$ cat src/rtl/data_mem_param.sv
// Parameterised single-port data memory with a post-reset zeroing sweep,
// registered write-first reads, address-range checking and a low-word window.
module data_mem_param #(
    parameter int DATA_W = 8,
    parameter int ADDR_W = 8,
    parameter int DEPTH  = 2 ** ADDR_W,
    parameter int WIN    = 4
) (
    input  logic                    clk,
    input  logic                    ResetN,
    input  logic [ADDR_W-1:0]       DataAddress,
    input  logic                    ReadMem,
    input  logic                    WriteMem,
    input  logic [DATA_W-1:0]       DataIn,
    output logic [DATA_W-1:0]       DataOut,
    output logic                    ReadValid,
    output logic                    Busy,
    output logic                    AddrErr,
    output logic [WIN*DATA_W-1:0]   WinData
);

    localparam int IDX_W = (DEPTH > 1) ? $clog2(DEPTH) : 1;
    localparam logic [IDX_W-1:0] LAST_IDX = IDX_W'(DEPTH - 1);

    localparam logic [0:0] ST_CLEAR = 1'b0;
    localparam logic [0:0] ST_READY = 1'b1;

    logic [0:0]        state;
    logic [IDX_W-1:0]  clr_ptr;
    logic [DATA_W-1:0] mem [DEPTH];

    logic              in_range;
    logic [IDX_W-1:0]  idx;
    logic              ready;
    logic              wr_en;
    logic              rd_en;
    logic              req_err;

    // A fully populated address space can never be out of range.
    generate
        if (DEPTH == (1 << ADDR_W)) begin : g_full
            assign in_range = 1'b1;
        end else begin : g_partial
            assign in_range = ({1'b0, DataAddress} < (ADDR_W + 1)'(DEPTH));
        end
    endgenerate

    assign idx     = DataAddress[IDX_W-1:0];
    assign ready   = (state == ST_READY);
    assign wr_en   = ready & WriteMem & in_range;
    assign rd_en   = ready & ReadMem;
    assign req_err = ready & (ReadMem | WriteMem) & ~in_range;
    assign Busy    = ~ResetN | ~ready;

    // NOTE: the array has no reset branch; zeroing is done by the sweep so the
    // storage can map onto plain RAM cells instead of DEPTH*DATA_W flops.
    always_ff @(posedge clk) begin
        if (ResetN) begin
            if (!ready) begin
                mem[clr_ptr] <= '0;
            end else if (wr_en) begin
                mem[idx] <= DataIn;
            end
        end
    end

    always_ff @(posedge clk) begin
        if (!ResetN) begin
            state     <= ST_CLEAR;
            clr_ptr   <= '0;
            DataOut   <= '0;
            ReadValid <= 1'b0;
            AddrErr   <= 1'b0;
            WinData   <= '0;
        end else begin
            ReadValid <= rd_en;
            AddrErr   <= req_err;

            if (!ready) begin
                if (clr_ptr == LAST_IDX) begin
                    state   <= ST_READY;
                    clr_ptr <= '0;
                end else begin
                    clr_ptr <= clr_ptr + 1'b1;
                end
            end

            // NOTE: a simultaneous write bypasses the array so the read sees the new word.
            if (rd_en) begin
                if (!in_range) begin
                    DataOut <= '0;
                end else if (WriteMem) begin
                    DataOut <= DataIn;
                end else begin
                    DataOut <= mem[idx];
                end
            end

            for (int k = 0; k < WIN; k++) begin
                if (!ready && clr_ptr == IDX_W'(k)) begin
                    WinData[k*DATA_W +: DATA_W] <= '0;
                end else if (wr_en && idx == IDX_W'(k)) begin
                    WinData[k*DATA_W +: DATA_W] <= DataIn;
                end
            end
        end
    end

endmodule

$ cat config.mk
export PLATFORM = sky130hd
export DESIGN_NAME = data_mem_param
export DESIGN_NICKNAME = d
export VERILOG_FILES = /design/src/rtl/data_mem_param.sv
export SDC_FILE = /design/constraint.sdc
export NUM_CORES = 2
export LEC_CHECK = 0
export ABC_CLOCK_PERIOD_IN_PS = 12150
export BUFFER_PORTS_ARGS = -buffer_cell sky130_fd_sc_hd__buf_4
export CELL_PAD_IN_SITES_DETAIL_PLACEMENT = 2
export CELL_PAD_IN_SITES_GLOBAL_PLACEMENT = 2
export CORE_UTILIZATION = 30
export CTS_BUF_LIST = sky130_fd_sc_hd__clkbuf_16
export CTS_CLUSTER_SIZE = 40
export DETAILED_ROUTE_END_ITERATION = 8
export GPL_TIMING_DRIVEN = 0
export PLACE_DENSITY = 0.49
export SLEW_MARGIN = 20
export SYNTH_ARGS = -nofsm -noshare
export SYNTH_HDL_FRONTEND = slang
export SYNTH_SLANG_ARGS = --single-unit
$ cat constraint.sdc
create_clock -name clk -period 12.15 [get_ports clk]
set_clock_uncertainty 0.05 [all_clocks]
set_input_delay 2.43 -clock clk [delete_from_list [all_inputs] [get_ports clk]]
set_output_delay 2.43 -clock clk [all_outputs]
set_load 0.01 [all_outputs]
After elaboration in Yosys (flattened, before gate mapping)
Memories as Yosys holds them, arrays and structs flattened. A register that Yosys moved wholly into a read port is not among the register bits.
Cells that the tools add are included.
{ "word_totals": {"regBits": 42, "ram_bits": 2048, "wordCells": 51, "mem_count": 1} }
{ "classes": {"addsub": 1, "eq_ne": 7, "muxes": 13, "n_bitwise": 5, "reduce_logical": 17} }
{ "memory_table": {"columns": ["memory", "words", "word_bits", "rd", "rd_ports_with_merged_regs", "write_ports", "line", "source"], "rows": [
  ["mem", 256, 8, 1, 1, 1, "30", "logic [DATA_W-1:0] mem [DEPTH];"]
]} }
{ "ops": {"columns": ["op", "n"], "rows": [
  ["equality test 8 x 2 -> 1 bit (second input constant)", 4],
  ["2-to-1 mux 8 bit", 3],
  ["equality test 8 x 1 -> 1 bit (second input constant)", 2],
  ["zero test 8 bit", 2],
  ["2-to-1 mux 1 bit", 10],
  ["adder 8 x 1 -> 8 bit (second input constant)", 1],
  ["equality test 8 bit (second input constant)", 1],
  ["logical AND 1 bit", 8],
  ["OR reduction 2 bit", 4],
  ["OR reduction 8 bit", 1],
  ["bitwise AND 1 bit", 2],
  ["zero test 1 bit", 2],
  ["NOT 1 bit", 2],
  ["OR 1 bit", 1]
]} }

Depth between registers and ports, before layout
{ "logic_depth": {"ltp_word": 7, "mapped_depth": 13} }

Worst setup path before layout
No wires, ideal clock.
{ "synth_timing": {"path_kind": "input to register", "start": "in ResetN", "end": "mem mem[0][3], data pin", "setup_time_ps": 1393, "arrival_ps": 9053, "required_time_ps": 10707, "setup_slack_ps": 1654, "path_stages": 4, "path_cell_list": "clkbuf_1 -> nand3_1 -> clkbuf_1 -> nor2_1"} }
{ "synth_between": {"elab_chain_cells": 4} }
{ "synth_rtl": {"columns": ["element", "line", "source"], "rows": [
  ["start: declaration", "10", "input logic ResetN,"],
  ["2-to-1 mux 1 bit", "58", "if (ResetN) begin"],
  ["2-to-1 mux 1 bit (not written as such)", "62", "mem[idx] <= DataIn;"],
  ["OR reduction 8 bit (no line)", null, null],
  ["2-to-1 mux 8 bit (no line)", null, null],
  ["end: declaration", "30", null]
]} }
Every way passes these cells.

Final worst setup path
{ "layout_timing": {"start": "in DataAddress[1]", "end": "mem mem[143][1] (enable)"} }
{ "layout_between": {"elab_chain_cells": 1} }
{ "layout_rtl": {"columns": ["element", "line", "source"], "rows": [
  ["start: declaration", "11", "input logic [ADDR_W-1:0] DataAddress,"],
  ["2-to-1 mux 8 bit (no line)", null, null]
]} }
Every way passes these cells.

==> flow_summary_export.csv <==
group,metric,value,unit
detailed_routing,routed_wl,410.0,mm
setup_path,r2r_setup_slack,7.06,ns
global_routing,gr-total-overflow,0,
setup_path,worstPathRequired,12.63,ns
sta,min_period,7.414,ns
setup_path,critPathArrivalTime,7.89,ns
cts,postCtsHoldBufs,0,
global_routing,antenna_found_initial,47,
power,p_leak,30.24,nW
logic_synthesis,synthXorXnorAreaFrac,0.1281,%
sta,fmax,0.1349,GHz
die,rows,191,
finish,layout_commonest_cell,"edfxtp_1",
logic_synthesis,synth_edf_count,2048,
cts,htreeDepth,4,
power,p_per_area,164.3,nW/um^2
hold_path,min_path_cells,2,
cts,clkLatencyLatePin,0.92,ns
setup_path,worst-path-max-fanout,10,
outcome,status,"complete, no violations",
place,io_buffers,57,
finish,mostFrequentLayoutCells,"edfxtp_1 (2048), mux4_2 (480), nor2_1 (309)",
logic_synthesis,netlist_area,82030,sq um
logic_synthesis,synth-main-ff-cell,"edfxtp_1",
global_routing,grt_pass1_wl,521.3,mm
cts,post_cts_resized,0,
global_routing,grt.met1_usage,39.19,%
place,place_congestion,0.9443,
die,initial_core_util,30.24,%
global_routing,grtUsageMet2,45.97,%
cts,cts_setup_buffers,0,
global_routing,grt_pass1_vias,47820,
global_routing,use_met3,6.401,%
global_routing,grt_max_degree,118,
place,dp.cells,7797,
logic_synthesis,synth_cells,4068,
sta,setup_viol,0,
cts,cts_tree,"built",
setup_path,cpMostUsedCell,"buf_2",
cts,cts_made_buffers,239,
logic_synthesis,synth-seq-cells,2098,
logic_synthesis,synth_nets,4092,
detailed_routing,drc,0,
global_routing,busiest_layer,"met2",
logic_synthesis,async_flop_share,0,%
detailed_routing,routed_via_density,5.824,
die,die_x,524.9,microns
logic_synthesis,muxShareOfSynthArea,15.02,%
run,max_cap_violations,0,
detailed_routing,drt_iter0_markers,6915,
logic_synthesis,ys_seq_area_share,76.19,%
hold_path,hp-class,"reg2reg",
global_routing,grt_usage,29.37,%
logic_synthesis,ys_warn_count,0,
logic_synthesis,synth_top_area_share,74.97,%
power,peakVddDrop,0.1197,mV
sta,rsz0062_at_grt,"no",
logic_synthesis,synth_fa_ha_area_share,0.06101,%
setup_path,path_cells,"buf_2, buf_4, buf_4, clkbuf_2, buf_12, buf_2, nand3_1, o31ai_4, buf_6, nand3_1, buf_2, nor2_1",
die,ioPinCount,63,
finish,final_net_count,4492,
sta,max_slew_margin,8.408,%
die,die_height,524.9,microns
sta,finalCritPeriodShare,61.02,%
detailed_routing,antenna_left,0,
cts,cts-root-buf,"clkbuf_16",
finish,instances_no_fill,8237,
die,dieArea,275500,sq um
logic_synthesis,yosys.area_share.simple,3.618,%
cts,clock_sinks,2098,
setup_path,cp-end-kind,"flip-flop",
cts,clockBufferDepth,4,
setup_path,rr_worst_depth,10,
logic_synthesis,yosysUniqueCellTypes,72,
logic_synthesis,synth-compound-area-share,3.185,%
logic_synthesis,synth_area_leaders,"edfxtp_1 (75%), mux4_2 (13%), nor2_1 (1.6%)",
die,design.core.area,271200,sq um
cts,path_clk_slew,0.06,ns
setup_path,worstSetupPathType,"in2reg",
sta,finalHoldViolCount,0,
finish,syn2layout_area_growth,18.23,%
finish,drive_gt1_share,26.63,%
sta,maxSlewViolCount,0,
detailed_routing,first_pass_iters,5,
setup_path,critPathSlowestCell,"nor2_1",
place,dp_hpwl,282.6,mm
detailed_routing,wl_per_cell,49.77,microns
logic_synthesis,syn_avg_cell_area,20.16,sq um
detailed_routing,vias,47980,
setup_path,start_kind,"primary input",
setup_path,slowest_delay,0.97,ns
finish,fin_util,35.75,%
logic_synthesis,synth_top_family_by_area,"multiplexers",
logic_synthesis,synth_top_cell_by_area,"edfxtp_1",
sta,tightest_slew,1.374,ns
==> registers in the layout, indices dropped and copies added, names as in the netlist <==
register	flops
mem	2048
WinData	32
ready	1
clr_ptr	8
ReadValid	1
DataOut	8
==> routing by layer <==
layer  routed length [microns]  vias up
met5                        83        -
met4                     20030       14
met3                     31660      615
met2                    189200     2398
met1                    169000    27300
li1                          -    17650
==> critical path: cells and delay by family <==
family | cells | cell delay (ns)
and+or+nand+nor | 3 | 1.54
AOI/OAI and AO/OA | 1 | 0.26
buffers and inverters | 8 | 3.49
==> worst paths after layout <==
path / startpoint / to
setup / recovery: DataAddress[1] / mem[143][1]
hold / removal: WinData[6] / WinData[6]
setup reg to reg: ready / mem[143][1]
hold reg to reg: WinData[6] / WinData[6]
==> layout make-up <==
| type | count | area [sq um] |
|---|---|---|
| well taps | 3570 | 4467 |
| fillers | 26090 | 174300 |
| clock buffers | 239 | 5981 |
| diodes | 11 | 27.53 |
| multi-input cells | 1711 | 18310 |
| plain buffers | 244 | 1518 |
| clock inverters | 190 | 1458 |
| inverters | 15 | 72.57 |
| repair buffers | 159 | 2654 |
| flip-flops and latches | 2098 | 62500 |
==> synth_stat cells (34+ instances only) <==
cell type	instances
nand3_1	58
clkbuf_1	119
o21ai_0	34
dfxtp_1	50
buf_6	38
nor2_1	351
mux2i_1	131
edfxtp_1	2048
a22oi_1	94
a21oi_1	69
buf_2	50
nand2_1	166
mux4_2	480
==> where the power goes <==
part	switching, mW	internal [mW]
clock network	3.11	4.01
logic	0.735	0.256
registers	0.00257	7.82
==> cell families after synthesis <==
group,count (synthesis)
flip-flops,2098
buffers and inverters,259
other,1
adder cells (fa/ha/maj),4
AND/OR/NAND/NOR,691
AO/OA/AOI/OAI,374
multiplexers,629
XOR/XNOR,12
==> stage by stage <==
step,setup TNS (ns),cell area [sq um],hold WS (ns),power [mW],setup WS [ns]
6_report,0,96980,0.4076,15.93,4.736
5_1_grt,0,96960,0.4427,16.22,4.876
4_1_cts,0,96920,0.4088,15.97,4.790
3_5_place_dp,0,89480,0.4005,8.950,3.837
3_3_place_gp,-3997.82,86920,0.3981,8.896,-8.468
2_1_floorplan,0,82030,0.4305,8.325,1.654
Note: power is estimated with default switching activity, not from simulation.
